==> src/rtl/forward_tracker_pkg.sv <==
// Shared definitions for the operand-forwarding / hazard tracker.
// Holds the default geometry, the "read from register file" select code, the
// history-update action encoding and the select-width helper.
// Optional feature macro used by this slice: FWD_LOAD_STALL_EN.
package forward_tracker_pkg;

    localparam int FT_REG_NUM_WIDTH = 5;
    localparam int FT_READ_PORTS    = 2;
    localparam int FT_DEPTH         = 2;

    // Select code meaning "take the operand from the register file".
    localparam int FWD_SEL_REG_FILE = 0;

    // History update action for one clock edge, highest priority first.
    typedef enum logic [1:0] {
        UPD_FLUSH  = 2'd0,
        UPD_HOLD   = 2'd1,
        UPD_BUBBLE = 2'd2,
        UPD_SHIFT  = 2'd3
    } upd_e;

    // Width needed to encode 0 (register file) plus DEPTH producer stages.
    function automatic int fwd_sel_width(input int depth);
        return $clog2(depth + 1);
    endfunction

endpackage

==> src/rtl/forward_tracker_if.sv <==
// Decode/execute-side bundle for the forwarding tracker.
// master: the pipeline control that issues instructions and reads selects.
// slave : the tracker itself.
//   flush, hold         pipeline redirect / downstream stall
//   regWriteNum/En      destination of the instruction issuing this cycle
//   isLoad              issuing instruction is a load
//   regReadNum          source indices, port r at [r*W +: W]
//   forwardSel          per-port select, 0 = register file, k = k stages ahead
//   loadUseStall        request for one bubble
interface forward_tracker_if
    import forward_tracker_pkg::*;
#(
    parameter int REG_NUM_WIDTH = FT_REG_NUM_WIDTH,
    parameter int READ_PORTS    = FT_READ_PORTS,
    parameter int DEPTH         = FT_DEPTH
) ();

    localparam int SEL_WIDTH = fwd_sel_width(DEPTH);

    logic                                flush;
    logic                                hold;
    logic [REG_NUM_WIDTH-1:0]            regWriteNum;
    logic                                regWriteEn;
    logic                                isLoad;
    logic [READ_PORTS*REG_NUM_WIDTH-1:0] regReadNum;
    logic [READ_PORTS*SEL_WIDTH-1:0]     forwardSel;
    logic                                loadUseStall;

    modport master (
        output flush, hold, regWriteNum, regWriteEn, isLoad, regReadNum,
        input  forwardSel, loadUseStall
    );

    modport slave (
        input  flush, hold, regWriteNum, regWriteEn, isLoad, regReadNum,
        output forwardSel, loadUseStall
    );

endinterface

==> src/rtl/forward_tracker_match.sv <==
// Priority matcher for one read port against the flattened producer history.
//   read_num    source register index of this port
//   hist_valid  valid bit per entry, bit 0 = newest
//   hist_num    destination per entry, entry k at [k*W +: W]
//   hit         some valid entry produces read_num (never for x0)
//   sel         1-based distance of the newest matching producer, 0 if none
module fwd_match
    import forward_tracker_pkg::*;
#(
    parameter int REG_NUM_WIDTH = FT_REG_NUM_WIDTH,
    parameter int DEPTH         = FT_DEPTH,
    parameter int SEL_WIDTH     = fwd_sel_width(DEPTH)
) (
    input  logic [REG_NUM_WIDTH-1:0]       read_num,
    input  logic [DEPTH-1:0]               hist_valid,
    input  logic [DEPTH*REG_NUM_WIDTH-1:0] hist_num,
    output logic                           hit,
    output logic [SEL_WIDTH-1:0]           sel
);

    // Scan oldest to newest so the newest match is the one left standing.
    always_comb begin
        hit = 1'b0;
        sel = SEL_WIDTH'(FWD_SEL_REG_FILE);
        if (read_num != {REG_NUM_WIDTH{1'b0}}) begin
            for (int k = DEPTH - 1; k >= 0; k--) begin
                if (hist_valid[k] &&
                    (hist_num[k*REG_NUM_WIDTH +: REG_NUM_WIDTH] == read_num)) begin
                    hit = 1'b1;
                    sel = SEL_WIDTH'(k + 1);
                end else begin
                    hit = hit;
                    sel = sel;
                end
            end
        end else begin
            hit = 1'b0;
            sel = SEL_WIDTH'(FWD_SEL_REG_FILE);
        end
    end

endmodule

==> src/rtl/forward_tracker.sv <==
// Operand-forwarding and load-use hazard tracker for the pipelined RV32 core.
// Keeps the destinations of the last DEPTH issued instructions and, with zero
// latency, tells the execute-stage operand muxes where each source comes from.
//   clk, rst_n  core clock (rising edge), asynchronous active-low reset
//   bus         forward_tracker_if.slave (see interface header)
// Feature macro FWD_LOAD_STALL_EN: when defined, a consumer directly behind a
// load raises loadUseStall and gets select 0; when undefined loads forward
// like ALU results, the load bit is not stored and loadUseStall is tied low.
module forward_tracker
    import forward_tracker_pkg::*;
#(
    parameter int REG_NUM_WIDTH = FT_REG_NUM_WIDTH,
    parameter int READ_PORTS    = FT_READ_PORTS,
    parameter int DEPTH         = FT_DEPTH,
    parameter int SEL_WIDTH     = fwd_sel_width(DEPTH)
) (
    input  logic             clk,
    input  logic             rst_n,
    forward_tracker_if.slave bus
);

    localparam int W = REG_NUM_WIDTH;

    // Index 0 is the newest entry (hist[1] in pipeline terms).
    logic [DEPTH-1:0]                  hist_valid_r;
    logic [DEPTH-1:0][W-1:0]           hist_num_r;

    logic                              new_valid_s;
    logic [READ_PORTS-1:0]             load_hit_s;
    logic                              stall_s;
    upd_e                              upd_s;
    logic [READ_PORTS-1:0]             match_hit_s;
    logic [READ_PORTS-1:0][SEL_WIDTH-1:0] match_sel_s;
    logic [READ_PORTS-1:0][SEL_WIDTH-1:0] fwd_sel_s;

    // x0 is hard-wired zero, so it is never recorded as a producer.
    assign new_valid_s = bus.regWriteEn && (bus.regWriteNum != {W{1'b0}});

    genvar r;
    generate
        for (r = 0; r < READ_PORTS; r++) begin : g_port
            fwd_match #(
                .REG_NUM_WIDTH (W),
                .DEPTH         (DEPTH),
                .SEL_WIDTH     (SEL_WIDTH)
            ) u_match (
                .read_num   (bus.regReadNum[r*W +: W]),
                .hist_valid (hist_valid_r),
                .hist_num   (hist_num_r),
                .hit        (match_hit_s[r]),
                .sel        (match_sel_s[r])
            );
        end
    endgenerate

`ifdef FWD_LOAD_STALL_EN
    logic [DEPTH-1:0] hist_load_r;

    // A load result is not ready one stage ahead: flag ports reading it.
    always_comb begin
        load_hit_s = {READ_PORTS{1'b0}};
        for (int p = 0; p < READ_PORTS; p++) begin
            if (hist_valid_r[0] && hist_load_r[0] &&
                (bus.regReadNum[p*W +: W] != {W{1'b0}}) &&
                (bus.regReadNum[p*W +: W] == hist_num_r[0])) begin
                load_hit_s[p] = 1'b1;
            end else begin
                load_hit_s[p] = 1'b0;
            end
        end
    end

    // Load-flag history follows the same update rules as the main history.
    always_ff @(posedge clk or negedge rst_n) begin
        if (!rst_n) begin
            hist_load_r <= {DEPTH{1'b0}};
        end else begin
            case (upd_s)
                UPD_FLUSH,
                UPD_HOLD: begin
                    hist_load_r <= hist_load_r;
                end
                UPD_BUBBLE: begin
                    for (int k = DEPTH - 1; k > 0; k--) begin
                        hist_load_r[k] <= hist_load_r[k-1];
                    end
                    hist_load_r[0] <= 1'b0;
                end
                UPD_SHIFT: begin
                    for (int k = DEPTH - 1; k > 0; k--) begin
                        hist_load_r[k] <= hist_load_r[k-1];
                    end
                    hist_load_r[0] <= bus.isLoad;
                end
                default: begin
                    hist_load_r <= {DEPTH{1'b0}};
                end
            endcase
        end
    end
`else
    logic unused_load_s;

    assign load_hit_s    = {READ_PORTS{1'b0}};
    assign unused_load_s = bus.isLoad;
`endif

    assign stall_s = |load_hit_s;

    // Edge action priority: flush > hold > load-use bubble > normal shift.
    always_comb begin
        upd_s = UPD_SHIFT;
        if (bus.flush) begin
            upd_s = UPD_FLUSH;
        end else if (bus.hold) begin
            upd_s = UPD_HOLD;
        end else if (stall_s) begin
            upd_s = UPD_BUBBLE;
        end else begin
            upd_s = UPD_SHIFT;
        end
    end

    // Producer history: valid bits and destination indices.
    always_ff @(posedge clk or negedge rst_n) begin
        if (!rst_n) begin
            hist_valid_r <= {DEPTH{1'b0}};
            hist_num_r   <= {(DEPTH*W){1'b0}};
        end else begin
            case (upd_s)
                UPD_FLUSH: begin
                    hist_valid_r <= {DEPTH{1'b0}};
                    hist_num_r   <= hist_num_r;
                end
                UPD_HOLD: begin
                    hist_valid_r <= hist_valid_r;
                    hist_num_r   <= hist_num_r;
                end
                UPD_BUBBLE: begin
                    for (int k = DEPTH - 1; k > 0; k--) begin
                        hist_valid_r[k] <= hist_valid_r[k-1];
                        hist_num_r[k]   <= hist_num_r[k-1];
                    end
                    hist_valid_r[0] <= 1'b0;
                    hist_num_r[0]   <= {W{1'b0}};
                end
                UPD_SHIFT: begin
                    for (int k = DEPTH - 1; k > 0; k--) begin
                        hist_valid_r[k] <= hist_valid_r[k-1];
                        hist_num_r[k]   <= hist_num_r[k-1];
                    end
                    hist_valid_r[0] <= new_valid_s;
                    hist_num_r[0]   <= bus.regWriteNum;
                end
                default: begin
                    hist_valid_r <= {DEPTH{1'b0}};
                    hist_num_r   <= hist_num_r;
                end
            endcase
        end
    end

    // Ports stalled on a load must read the register file this cycle.
    always_comb begin
        fwd_sel_s = {(READ_PORTS*SEL_WIDTH){1'b0}};
        for (int p = 0; p < READ_PORTS; p++) begin
            if (match_hit_s[p] && !load_hit_s[p]) begin
                fwd_sel_s[p] = match_sel_s[p];
            end else begin
                fwd_sel_s[p] = SEL_WIDTH'(FWD_SEL_REG_FILE);
            end
        end
    end

    assign bus.forwardSel   = fwd_sel_s;
    assign bus.loadUseStall = stall_s;

endmodule

==> src/flat_wrapper.sv <==
// flat-port wrapper written by rule: the top's interface ports become plain ports
module forward_tracker_flat import forward_tracker_pkg::*;
#(
    parameter int REG_NUM_WIDTH = FT_REG_NUM_WIDTH,
    parameter int READ_PORTS    = FT_READ_PORTS,
    parameter int DEPTH         = FT_DEPTH,
    parameter int SEL_WIDTH     = fwd_sel_width(DEPTH)
)
  (clk, rst_n, bus_flush, bus_hold, bus_regWriteNum, bus_regWriteEn, bus_isLoad, bus_regReadNum, bus_forwardSel, bus_loadUseStall);
  forward_tracker_if #(.REG_NUM_WIDTH(REG_NUM_WIDTH), .READ_PORTS(READ_PORTS), .DEPTH(DEPTH)) bus_i ();
  input  logic clk;
  input  logic rst_n;
  input wire logic [$bits(bus_i.flush)-1:0] bus_flush;
  input wire logic [$bits(bus_i.hold)-1:0] bus_hold;
  input wire logic [$bits(bus_i.regWriteNum)-1:0] bus_regWriteNum;
  input wire logic [$bits(bus_i.regWriteEn)-1:0] bus_regWriteEn;
  input wire logic [$bits(bus_i.isLoad)-1:0] bus_isLoad;
  input wire logic [$bits(bus_i.regReadNum)-1:0] bus_regReadNum;
  output wire logic [$bits(bus_i.forwardSel)-1:0] bus_forwardSel;
  output wire logic [$bits(bus_i.loadUseStall)-1:0] bus_loadUseStall;
  assign bus_i.flush = bus_flush;
  assign bus_i.hold = bus_hold;
  assign bus_i.regWriteNum = bus_regWriteNum;
  assign bus_i.regWriteEn = bus_regWriteEn;
  assign bus_i.isLoad = bus_isLoad;
  assign bus_i.regReadNum = bus_regReadNum;
  assign bus_forwardSel = bus_i.forwardSel;
  assign bus_loadUseStall = bus_i.loadUseStall;
  forward_tracker #(.REG_NUM_WIDTH(REG_NUM_WIDTH), .READ_PORTS(READ_PORTS), .DEPTH(DEPTH), .SEL_WIDTH(SEL_WIDTH)) u_core (.clk(clk), .rst_n(rst_n), .bus(bus_i));
endmodule
==> config.mk <==
export PLATFORM = sky130hd
export DESIGN_NAME = forward_tracker_flat
export DESIGN_NICKNAME = d
export VERILOG_FILES = /design/src/rtl/forward_tracker_pkg.sv /design/src/rtl/forward_tracker_if.sv /design/src/rtl/forward_tracker_match.sv /design/src/rtl/forward_tracker.sv /design/src/flat_wrapper.sv
export SDC_FILE = /design/constraint.sdc
export NUM_CORES = 1
export LEC_CHECK = 0
export BUFFER_PORTS_ARGS = -buffer_cell sky130_fd_sc_hd__buf_2
export CAP_MARGIN = 15
export CORE_MARGIN = 4
export CORE_UTILIZATION = 42
export CTS_CLUSTER_DIAMETER = 80
export CTS_CLUSTER_SIZE = 28
export DETAILED_ROUTE_END_ITERATION = 10
export PLACE_DENSITY = 0.68
export SYNTH_ARGS = -nofsm -noshare
export SYNTH_HDL_FRONTEND = slang
export SYNTH_HIERARCHICAL = 1
export SYNTH_SLANG_ARGS = --single-unit
==> constraint.sdc <==
create_clock -name clk -period 2.9 [get_ports clk]
set_clock_uncertainty 0.15 [all_clocks]
set_input_delay 0 -clock clk [delete_from_list [all_inputs] [get_ports clk]]
set_output_delay 0 -clock clk [all_outputs]
set_load 0.05 [all_outputs]
==> flow_summary.ini <==
[worst_setup_path]
timing.critical_path.to_type = register
worstPathCellList = dlygate4sd3_1 > buf_2 > nor2_1 > o211ai_2 > dlygate4sd3_1 > nand2_1 > dlygate4sd3_1
worst_setup_path_startpoint = bus_flush
worstSetupPathType = in2reg
crit_family = buffers and inverters
worstReg2RegStart = u_core/hist_valid_r[0]$_DFFE_PN0P_
critPathMaxFanout = 11
crit_top_cell = sky130_fd_sc_hd__dlygate4sd3_1
crit_start_category = input pin
cp_slowest_cell = sky130_fd_sc_hd__nor2_1
critical_path.n_buffers_inverters = 4
critPathRequiredTime_ns = 2.94
worst_ep_arrival_time_ns = 2.69
crit_path_max_incr_delay_ns = 0.66

[hold_path]
worst_hold_path_startpoint = bus_hold
worstHoldPathType = in2reg

[timing]
finalMaxSlewViolations = 0
max_slew_margin_pct = 41.4
fin_crit_ns = 2.65
tightest_slew_ns = 0.876
tns_ns = 0
worst_hold_slack_ns = 0.197
finalHoldViolations = 0
fmax_ghz = 0.377
min_period_over_period_pct = 91.4
rsz_0062_raised_after_global_routing = false
finalSetupViolations = 0

[floorplanning]
floorplan.rows = 15
top_level_ports = 26
die-height_um = 51.9
starting_density_of_the_core_pct = 45.4
placeableCoreArea_um2 = 1780
design.die.area_um2 = 2690
fp.dieW_um = 51.9

[final_layout]
share_of_layout_cells_above_drive_strength_1_pct = 36.6
n_fill_cell = 159
final_nets = 135
area_growth_pct = 33.8
n_antenna_cell = 0
ff_latch_area_um2 = 300
multiInputGateArea_um2 = 494

[cts]
cts_tree = yes
inserted_clock_buffers = 3
cts.repair_timing.setup_buffer_count = 0
clock_tree.htree_level_count = 1
clk_pin_slew_ns = 0.06
worstSkewPairLatency_ns = 0.26
max-clock-path-buffers = 2
clock_sink_count = 12
clock-root-buffer = sky130_fd_sc_hd__clkbuf_4

[global_routing]
number_of_global_route_vias_before_repair = 709
grt_usage_pct = 13.6
grt_first_pass_wirelength_um = 2820
antenna_found_initial = 0
pin_count_of_the_biggest_net_entering_global_routing = 13
global_route.overflow_total = 0

[yosys]
yosys_register_bits = 12
synth-async-reset-ratio_pct = 100
synthCells = 76
synth.distinct_cells = 19
synth_nets = 97
syn-mean-instance-area_um2 = 10.7
synth-main-ff-cell = sky130_fd_sc_hd__dfrtp_1
post_synth_edffs = 0
synth_area_um2 = 810
register_area_share_after_synthesis_pct = 37.1
yosysWarnings = 6

[power]
power.ir.vdd_worst_mv = 0.317
power.leakage_uw = 0.000469
powerDensity_nw_per_um2 = 429

[outcome]
outcome = complete, no violations

[placement]
place.port_buffers = 23
place_congestion = 0.847
hpwl_um = 1340

[routing]
final_antenna_net_count = 0
drtIter0Drc = 1
post-route-drc-count = 0
wl_per_cell_um = 11.9
num_vias = 675
routed_via_density = 4.93
firstDrtPassIters = 3
drt-total-wl_um = 1630

[run]
maxCapViolCount = 0
sequential cells by signal, indices dropped and copies added (netlist names):
register,flops
u_core/hist_valid_r,2
u_core/hist_num_r,10
report_power, final:
| group | total [uW] | internal (uW) | switching, uW | leakage, uW |
|---|---|---|---|---|
| clock network | 93.7 | 47.8 | 45.9 | 0.0000138 |
| logic | 140 | 84.6 | 54.9 | 0.000310 |
| registers | 232 | 196 | 35.7 | 0.000145 |
| total | 465 | 328 | 136 | 0.000469 |
cells by family after synthesis:
| kind of cell | synth area share, % |
|---|---|
| simple gates | 20.1 |
| other cells | 0.463 |
| mux | 15.1 |
| buf+inv | 1.85 |
| compound gates | 3.71 |
| xor+xnor | 21.6 |
| flops | 37.1 |
tightest hold or removal path, delay by kind of cell:
kind                   cells  cell delay, ns
buffers and inverters      1            0.11
muxes                      1            0.26
and+or+nand+nor            1            0.19
layout by cell type, fill, tap and decap left out, types with 2 or more instances in the layout:
cell,n
sky130_fd_sc_hd__buf_2,23
sky130_fd_sc_hd__o31a_1,2
sky130_fd_sc_hd__or4_4,3
sky130_fd_sc_hd__nor2_1,2
sky130_fd_sc_hd__nor4_1,4
sky130_fd_sc_hd__or2_1,2
sky130_fd_sc_hd__dlygate4sd3_1,12
sky130_fd_sc_hd__xor2_1,4
sky130_fd_sc_hd__dfrtp_1,12
sky130_fd_sc_hd__nand2_1,7
sky130_fd_sc_hd__clkbuf_4,3
sky130_fd_sc_hd__and2_1,4
sky130_fd_sc_hd__nand4_1,2
sky130_fd_sc_hd__nor2_2,2
sky130_fd_sc_hd__xnor2_1,16
sky130_fd_sc_hd__mux2_2,9
layer usage:
layer	GRT usage [%]	wire, um	up-vias
met3	1.43	93	2
met1	15.6	700	316
met2	24.9	814	19
met5	0	0	-
li1	-	-	338
met4	6.55	21	0
per-stage QoR:
step	utilization, %	setup slack [ns]	power (uW)	cells	cell area [um2]
after floorplan	-	1.33	323	76	810
after global placement	52.8	1.28	359	122	941
after detailed placement	52.8	1.23	365	122	941
after CTS	60.8	0.264	472	137	1080
after global routing	60.8	0.126	498	137	1080
final	60.8	0.249	465	137	1080
Yosys cell counts (3+ instances only):
library cell | n | area, um2
sky130_fd_sc_hd__and2_1 | 4 | 25.0
sky130_fd_sc_hd__dfrtp_1 | 12 | 300
sky130_fd_sc_hd__mux2_2 | 9 | 101
sky130_fd_sc_hd__nand2_1 | 7 | 26.3
sky130_fd_sc_hd__nor4_1 | 4 | 25.0
sky130_fd_sc_hd__or4_4 | 3 | 33.8
sky130_fd_sc_hd__xnor2_1 | 16 | 140
sky130_fd_sc_hd__xor2_1 | 4 | 35.0
path summary, 6_finish.rpt:
check / end / cells after the start / slack, ns
worst max-delay path: u_core/hist_valid_r[0]$_DFFE_PN0P_ / 7 / 0.25
worst min-delay path: u_core/hist_num_r[9]$_DFFE_PN0N_ / 3 / 0.20
worst max register to register: u_core/hist_valid_r[1]$_DFFE_PN0P_ / 3 / 1.49
worst min register to register: u_core/hist_num_r[9]$_DFFE_PN0N_ / 1 / 0.42
max in group asynchronous: u_core/hist_num_r[6]$_DFFE_PN0N_ / 3 / 1.64
min in group asynchronous: u_core/hist_valid_r[1]$_DFFE_PN0P_ / 3 / 0.62
area by class of cell:
cell class / count / share of cell area [%]
clock buffer: 3 / 2.08
multi-input combinational: 62 / 45.6
sequential: 12 / 27.7
tap: 25 / 2.89
timing repair buffer: 35 / 21.7
what timing repair did:
item	in CTS	in global routing
hold buffers	12	0
resized for setup	0	0
endpoints found under the hold margin	19	0
Power figures use the tool's default switching activity.
